## src/rtl/lifo_stack_top.sv

```systemverilog
// lifo_stack_top: LIFO stack of WIDTH-bit words controlled by a packed push/pop/data vector.
// Push and pop are guarded at full/empty, so sp never wraps; push+pop together is a no-op.
module lifo_stack_top #(
  parameter int WIDTH = 4,
  parameter int DEPTH = 8,
  parameter int PTR_W = 4
) (
  input  logic             clk,
  input  logic             reset,
  input  logic [WIDTH+1:0] vector_in,
  output logic [WIDTH-1:0] data_out,
  output logic             empty_flag,
  output logic             full_flag
);
  localparam int AW = $clog2(DEPTH);
  logic [WIDTH-1:0] mem [DEPTH];
  logic [PTR_W-1:0] sp;
  logic             push, pop, do_push, do_pop;
  logic [AW-1:0]    wr_idx, rd_idx;
  assign push       = vector_in[WIDTH+1];
  assign pop        = vector_in[WIDTH];
  assign empty_flag = sp == '0;
  assign full_flag  = sp == PTR_W'(DEPTH);
  assign do_push    = push && !pop && !full_flag;
  assign do_pop     = pop && !push && !empty_flag;
  assign wr_idx     = AW'(sp);
  assign rd_idx     = AW'(sp - 1'b1);
  always_ff @(posedge clk) begin
    if (!reset) begin
      sp       <= '0;
      data_out <= '0;
    end else if (do_push) begin
      sp <= sp + 1'b1;
    end else if (do_pop) begin
      sp       <= sp - 1'b1;
      data_out <= mem[rd_idx];
    end
  end
  // Storage is never cleared; reset only suppresses the write.
  always_ff @(posedge clk)
    if (reset && do_push) mem[wr_idx] <= vector_in[WIDTH-1:0];
endmodule

```

## config.mk

```make
export PLATFORM = sky130hd
export DESIGN_NAME = lifo_stack_top
export DESIGN_NICKNAME = d
export VERILOG_FILES = /design/src/rtl/lifo_stack_top.sv
export SDC_FILE = /design/constraint.sdc
export NUM_CORES = 1
export LEC_CHECK = 0
export CAP_MARGIN = 20
export CELL_PAD_IN_SITES_DETAIL_PLACEMENT = 1
export CELL_PAD_IN_SITES_GLOBAL_PLACEMENT = 1
export CORE_ASPECT_RATIO = 1.5
export CORE_UTILIZATION = 51
export DETAILED_ROUTE_END_ITERATION = 8
export PLACE_DENSITY = 0.86
export RECOVER_POWER = 100
export SLEW_MARGIN = 20
export SYNTH_ARGS = -nofsm -noshare
export SYNTH_HDL_FRONTEND = slang
export SYNTH_SLANG_ARGS = --single-unit
```

## constraint.sdc

```tcl
create_clock -name clk -period 6.8 [get_ports clk]
set_input_delay 1.02 -clock clk [delete_from_list [all_inputs] [get_ports clk]]
set_output_delay 1.02 -clock clk [all_outputs]
set_load 0.05 [all_outputs]
```

==> results of run 1 <==
## stage by stage
stage	total power, mW	instance area, um2	util
2_1_floorplan	0.347	1710	-
3_3_place_gp	0.372	1860	0.589
3_5_place_dp	0.375	1860	0.589
4_1_cts	0.561	1970	0.623
5_1_grt	0.570	1960	0.619
6_report	0.551	1960	0.619
## worst paths after layout
check | endpoint | slack [ps] | startpoint
max | empty_flag | 3270 | sp[0]
min | data_out[3] | 490 | data_out[3]
max reg2reg | mem[1][1] | 3800 | sp[0]
min reg2reg | data_out[3] | 490 | data_out[3]
## flip-flops by register name (all words and copies together) (netlist names)
signal and cells:
mem 32, sp 4, data_out 4
## cell families (layout without fill, tap and decap cells)
logic type	after synthesis	after routing	synth area share
AO/OA/AOI/OAI	15	15	0.0587
multiplexers	14	14	0.136
buffers and inverters	7	23	0.0191
XOR/XNOR	1	1	0.00954
flip-flops	40	40	0.657
AND/OR/NAND/NOR	33	33	0.105
adder cells (fa/ha/maj)	2	2	0.0147
## power breakdown
group | total (mW) | switching, mW | internal, mW
Combinational | 0.0865 | 0.0491 | 0.0374
Clock | 0.186 | 0.0770 | 0.109
Sequential | 0.278 | 0.00846 | 0.270
Total | 0.551 | 0.135 | 0.416
## critical path, stage by stage, from the launching register on
cell and delay [ps]:
dfxtp_1 530, inv_1 200, ha_1 260, nor3b_1 320
dlygate4sd3_1 920
## layer usage
metal	track usage	vias up	routed length, um
li1	-	463	-
met1	0.225	506	1330
met2	0.405	22	1910
met3	0.0438	2	85
met4	0.0719	0	11
met5	0	-	0
## area by class of cell
cell class,count,area (um2),area share
multi-input combinational,65,539,0.276
tap,40,50.0,0.0256
inverter,2,7.51,0.00384
sequential,40,1120,0.573
clock buffer,6,72.6,0.0371
clock inverter,2,35.0,0.0179
timing repair buffer,13,130,0.0665
## synth_stat cells
master / instances / area (um2)
and3_1: 2 / 12.5
o21a_1: 2 / 15.0
or3_1: 4 / 25.0
clkbuf_1: 2 / 7.51
buf_4: 1 / 7.51
and3b_1: 1 / 8.76
o21ai_0: 4 / 20.0
nand2b_1: 2 / 12.5
o221ai_1: 1 / 8.76
ha_1: 2 / 25.0
mux4_2: 7 / 158
nor3b_2: 1 / 12.5
nor2b_1: 2 / 12.5
buf_2: 2 / 10.0
and2_1: 1 / 6.26
nor2_1: 7 / 26.3
o22a_1: 1 / 8.76
nand3_1: 4 / 20.0
xor2_2: 1 / 16.3
o211ai_1: 1 / 7.51
mux2i_1: 4 / 40.0
nand2_1: 5 / 18.8
nand3b_1: 1 / 7.51
edfxtp_1: 32 / 961
a211oi_1: 1 / 7.51
nand4_1: 1 / 6.26
mux2_2: 3 / 33.8
o22ai_2: 1 / 12.5
nor3_1: 2 / 10.0
dfxtp_1: 8 / 160
inv_1: 2 / 7.51
a21oi_1: 4 / 20.0
==> results_dict.tcl, run 1 <==
set metrics [dict create \
    outcome "completed" \
    drv_cap 0 \
    ir_drop_v 0.000194 \
    syn_nets 122 \
    antenna_found_initial 0 \
    layout_commonest_cell "edfxtp_1" \
    drive_above_1_share 0.141 \
    final_cell_mix "32 x edfxtp_1, 11 x dlygate4sd3_1, 8 x dfxtp_1" \
    io-pin-count 14 \
    dp.cells 160 \
    hold-path-cell-count 2 \
    grt_overflow_total 0 \
    ctsResizeCount 0 \
    cp.arrival_ps 2510 \
    die_w_um 49.2 \
    clock_path_buffers 2 \
    ys_seq_elements 40 \
    rsz0062_at_grt "false" \
    clk_pin_slew_worst_paths_ps 70 \
    nFillCells 296 \
    cp_max_fo 15 \
    cts_tree "yes" \
    ctsHoldBuffers 0 \
    worstMarginPinSlew_ps 726 \
    finalSetupViolCount 0 \
    grt_pass1_vias 1043 \
    areaGrowthSynthToFinish_pct 14.7 \
    relSlewSlack 0.514 \
    layoutNonFillerInstCount 168 \
    power.density_nw_per_um2 282 \
    rows 25 \
    slew_viol_final 0 \
    vias_per_cell 5.91 \
    dp_hpwl_um 2400 \
    worstSetupPathType "reg -> out" \
    finalHoldViolCount 0 \
    synth-seq-area-share 0.657 \
    setup_slack_ps 3270 \
    synth_cells 112 \
    synthDistinctLibCells 32 \
    clock_skew_ps 7.38 \
    startpoint_type "register" \
    insertion_delay_ps 290 \
    fp.dieH_um 72.8 \
    place_ws_ps 3530 \
    totalWireLength_um 3340 \
    grt_usage 0.211 \
    wl_per_cell_um 19.9 \
    mappedNetlistArea_um2 1710 \
    cts_buffers 5 \
    cts_root_buf "clkbuf_8" \
    cp-end-kind "primary output" \
    tns_ps 0 \
    vias 993 \
    hp-class "reg -> reg" \
    period_needed_ps 3530 \
    min_period_over_period 0.520 \
    die-area_um2 3580 \
    fmax_ghz 0.283 \
    post_cts_buffers 0 \
    drtAntennaViolNets 0 \
    grt_max_degree 16 \
    initial_core_util 0.540 \
    r2r_cells 6 \
    htree_levels 2 \
    avgSynthCellArea_um2 15.2 \
    cts_sinks 40 \
    place.gp.congestion 0.865 \
    grt_first_pass_wirelength_um 5290 \
    final_nets 137 \
    dr.first_iter.drc_count 29 \
    port_buffers 13 \
    drt-pass1-iter-count 4 \
    yosys_warnings 0 \
    p_leak_nw 0.663 \
    drc 0 \
    antenna_cells 0 \
    coreArea_um2 3160 \
    crit_required_ps 5780 \
    hold_ws_ps 488 \
]
Power figures use the tool's default switching activity.
==> inputs of run 2 (changes only) <==
Settings changed: CORE_UTILIZATION 51 to 47, PLACE_DENSITY 0.86 to 0.8.
Clock period 6.8 ns to 3.37 ns, I/O delays scaled along.
==> run 2 against run 1 <==
Critical path depth unchanged. Clock power up 59%. Power up 88%. Non-clock buffer count up 1. Register-to-register slack worse by 3000 ps.
==> results_dict.tcl, run 2 (synthesis gave the netlist of run 1 again) <==
set metrics [dict create \
    setup_slack_ps 526 \
    path_cells "inv_1, ha_1, nor3b_1, dlygate4sd3_1" \
    nFillCells 343 \
    startpoint_type "register" \
    clock_path_buffers 2 \
    fp.dieH_um 75.8 \
    drc 0 \
    clkPwrFrac 0.286 \
    cts_sinks 40 \
    power.density_nw_per_um2 534 \
    crit_required_ps 2860 \
    clk_pin_slew_worst_paths_ps 70 \
    cp-end-kind "primary output" \
    p_switching_mw 0.273 \
    clock_skew_ps 4.11 \
    drt-pass1-iter-count 4 \
    hold_ws_ps 492 \
    dr.first_iter.drc_count 20 \
    finalHoldViolCount 0 \
    grt_first_pass_wirelength_um 5090 \
    relSlewSlack 0.461 \
    grt_overflow_total 0 \
    wl_per_cell_um 19.9 \
    areaGrowthSynthToFinish_pct 13.5 \
    rows 26 \
    post_cts_buffers 0 \
    cp_slowest_cell "dlygate4sd3_1" \
    place_ws_ps 706 \
    slew_viol_final 0 \
    grt_usage 0.200 \
    dp_hpwl_um 2530 \
    htree_levels 2 \
    die_w_um 51.2 \
    vias_per_cell 5.69 \
    final_nets 138 \
    totalWireLength_um 3390 \
    p_seq_frac 0.536 \
    period_needed_ps 2840 \
    fmax_ghz 0.352 \
    io-pin-count 14 \
    grt_max_degree 15 \
    sw_frac_of_total 0.264 \
    insertion_delay_ps 290 \
    p_leak_nw 0.648 \
    hp-class "reg -> reg" \
    top_regs "mem (32), data_out (4), sp (4)" \
    grt_pass1_vias 990 \
    vias 967 \
    finalSetupViolCount 0 \
    ctsResizeCount 0 \
    regMostFlops "mem" \
    ctsHoldBuffers 0 \
    cts_buffers 5 \
    cp_max_fo 8 \
    critical_path.max_stage_delay_ps 930 \
    place.gp.congestion 0.770 \
    largest_reg_flops 32 \
    cts_tree "yes" \
    rsz0062_at_grt "false" \
    cts_root_buf "clkbuf_8" \
    power.internal_mw 0.761 \
    final_cell_mix "32 x edfxtp_1, 10 x dlygate4sd3_1, 8 x dfxtp_1" \
    crit_family "buffers and inverters" \
    worstSetupPathType "reg -> out" \
    drtAntennaViolNets 0 \
    initial_core_util 0.495 \
    port_buffers 13 \
    coreArea_um2 3450 \
    min_period_over_period 0.844 \
    antenna_found_initial 0 \
    drv_cap 0 \
    drive_above_1_share 0.141 \
    cp.arrival_ps 2340 \
    multi_input_area_um2 539 \
    ir_drop_v 0.000341 \
    antenna_cells 0 \
    die-area_um2 3880 \
    final-seq-area_um2 1120 \
    outcome "completed" \
    combPwrFrac 0.178 \
    tns_ps 0 \
    cp_num_buf_inv 2 \
    worstMarginPinSlew_ps 809 \
    layout_commonest_cell "edfxtp_1" \
]
run 2: changes by cell type in the layout (fill, tap and decap cells not counted):
cell | before | now
clkinvlp_4 | 0 | 1
dlygate4sd3_1 | 11 | 10
bufinv_16 | 1 | 0
clkdlybuf4s50_1 | 2 | 3
run 2: metrics by stage:
step | power (mW) | utilization | instances | instance area, um2
detailed placement | 0.760 | 0.542 | 163 | 1870
CTS | 1.05 | 0.566 | 170 | 1950
finish | 1.03 | 0.561 | 170 | 1940
global route | 1.07 | 0.561 | 170 | 1940
floorplan | 0.700 | - | 112 | 1710
global placement | 0.754 | 0.542 | 163 | 1870
run 2: final timing paths:
kind / start / to / slack [ps] / cells after the start
setup / recovery: sp[1] / empty_flag / 530 / 4
setup reg to reg: sp[1] / mem[1][0] / 840 / 6
hold / removal: data_out[3] / data_out[3] / 490 / 2
hold reg to reg: data_out[3] / data_out[3] / 490 / 2
run 2: worst min-delay path, cell delays in order (launching register included):
cell	delay, ps
dfxtp_1	310
nand2_1	70
o22ai_2	70
run 2: final cells by class:
| cell class | instances | area share |
|---|---|---|
| Multi-Input combinational cell | 65 | 0.279 |
| Timing Repair Buffer | 14 | 0.0692 |
| Clock inverter | 2 | 0.00646 |
| Tap cell | 42 | 0.0271 |
| Clock buffer | 5 | 0.0356 |
| Inverter | 2 | 0.00388 |
| Sequential cell | 40 | 0.579 |
run 2: power groups by stage:
stage | clock (mW) | sequential [mW] | combinational [mW]
2_1_floorplan | 0 | 0.579 | 0.121
3_3_place_gp | 0 | 0.565 | 0.189
3_5_place_dp | 0 | 0.566 | 0.194
4_1_cts | 0.302 | 0.555 | 0.195
5_1_grt | 0.317 | 0.555 | 0.198
6_report | 0.295 | 0.554 | 0.184
run 2: routing by layer:
metal	vias up	share of wire	wire length [um]	global-route usage
li1	460	-	-	-
met1	473	0.38	1300	0.219
met2	27	0.57	1910	0.363
met3	7	0.033	111	0.0479
met4	0	0.019	65	0.0926
met5	-	0	0	0
==> inputs of run 3 (changes only) <==
Clock period 3.37 ns to 2.86 ns, I/O delays scaled along.
==> run 3 against run 2 <==
Final cell count rose by 1.8%. Via count grew 2.0%. Combinational power increased by 23%. Design area grew 3.5%. Core utilization up 2.0 points. Clock power grew 77%. Critical path depth unchanged. First-iteration DRC count is 40% higher. Sequential cell count did not move. Clock-buffer cell count did not move. Critical path type unchanged. Largest power group unchanged.
==> results_dict.tcl, run 3 (synthesis gave the netlist of run 1 again) <==
set metrics [dict create \
    outcome "completed" \
    drtAntennaViolNets 0 \
    grt_overflow_total 0 \
    cp-end-kind "primary output" \
    wl_per_cell_um 19.6 \
    totalWireLength_um 3390 \
    cts_root_buf "clkbuf_8" \
    min_period_over_period 0.939 \
    die_w_um 51.2 \
    grt_pass1_vias 1102 \
    r2r_slack_ps 310 \
    crit_required_ps 2430 \
    drive_above_1_share 0.153 \
    nFillCells 345 \
    drv_cap 0 \
    worstMarginPinSlew_ps 853 \
    setup_slack_ps 175 \
    cp.arrival_ps 2260 \
    cp_max_fo 8 \
    antenna_found_initial 0 \
    ctsResizeCount 0 \
    p_switching_mw 0.322 \
    drc 0 \
    finalSetupViolCount 0 \
    power.density_nw_per_um2 700 \
    antenna_cells 0 \
    vias 986 \
    cp-startpoint "sp[1]" \
    fp.dieH_um 75.8 \
    rsz0062_at_grt "false" \
    largest_reg_flops 32 \
    finalHoldViolCount 0 \
    clk_pin_slew_worst_paths_ps 70 \
    min_from "data_out[3]" \
    final_cell_mix "32 x edfxtp_1, 10 x dlygate4sd3_1, 8 x dfxtp_1" \
    r2r_end "data_out[3]" \
    p_leak_nw 0.683 \
    dr.first_iter.drc_count 28 \
    startpoint_type "register" \
    rows 26 \
    timing.rr.start "sp[1]" \
    combPwrFrac 0.162 \
    r2r_cells 6 \
    ir_drop_v 0.000411 \
    period_needed_ps 2680 \
    io-pin-count 14 \
    cts_tree "yes" \
    worstSetupPathType "reg -> out" \
    place.gp.congestion 0.754 \
    die-area_um2 3880 \
    cts_sinks 40 \
    clock_skew_ps 3.01 \
    grt_first_pass_wirelength_um 5440 \
    relSlewSlack 0.432 \
    clkPwrFrac 0.372 \
    ctsHoldBuffers 0 \
    areaGrowthSynthToFinish_pct 17.5 \
    power.internal_mw 1.08 \
    layout_commonest_cell "edfxtp_1" \
    slew_viol_final 0 \
    grt_max_degree 15 \
    tns_ps 0 \
    vias_per_cell 5.70 \
    insertion_delay_ps 290 \
    drt-pass1-iter-count 4 \
    sw_frac_of_total 0.230 \
    fmax_ghz 0.372 \
    port_buffers 13 \
    post_cts_buffers 0 \
    cts_buffers 5 \
    dp_hpwl_um 2470 \
    place_ws_ps 434 \
    htree_levels 2 \
    final_nets 141 \
    coreArea_um2 3450 \
    grt_usage 0.209 \
    initial_core_util 0.495 \
    hold_ws_ps 490 \
    regMostFlops "mem" \
    crit_end "empty_flag" \
    p_seq_frac 0.466 \
    hp-class "reg -> reg" \
    clock_path_buffers 2 \
    top_regs "mem (32), data_out (4), sp (4)" \
]
run 3: metrics by stage:
step | util | cells | instance area [um2] | power [mW]
2_1_floorplan | - | 112 | 1710 | 0.825
3_3_place_gp | 0.549 | 166 | 1890 | 0.896
3_5_place_dp | 0.549 | 166 | 1890 | 0.902
4_1_cts | 0.586 | 173 | 2020 | 1.43
5_1_grt | 0.581 | 173 | 2000 | 1.45
6_report | 0.581 | 173 | 2000 | 1.40
run 3: per-layer routing:
layer | wire [um] | up-vias | global-route usage
met1 | 1300 | 490 | 0.222
met5 | 0 | - | 0
met3 | 86 | 11 | 0.0359
li1 | - | 466 | -
met4 | 99 | 0 | 0.130
met2 | 1910 | 19 | 0.380
run 3: power groups by stage:
stage	Clock, mW	Combinational, mW	Sequential, mW
final	0.522	0.226	0.654
after detailed placement	0	0.236	0.667
after floorplan	0	0.143	0.682
after global routing	0.548	0.243	0.655
after global placement	0	0.230	0.666
after CTS	0.532	0.239	0.654
run 3: layout make-up:
class                      count  area (um2)  area share
sequential                    40        1120       0.560
clock buffer                   5        68.8      0.0344
clock inverter                 2        60.1      0.0300
multi-input combinational     65         544       0.272
timing repair buffer          17         149      0.0743
tap                           42        52.6      0.0262
inverter                       2        7.51     0.00375
run 3: worst min path at each step:
stage,end,slack (ps),depth (start not counted)
after floorplan,mem[0][0],530,0
final,data_out[3],490,2
after global routing,data_out[3],530,2
after detailed placement,data_out[3],480,2
after global placement,data_out[3],470,2
after CTS,data_out[3],500,2
run 3: worst max-delay path, cell delays in order, from the launching register on:
cell and delay [ps]:
dfxtp_1 400, inv_1 140, ha_1 270, nor3b_2 260, dlygate4sd3_1 910
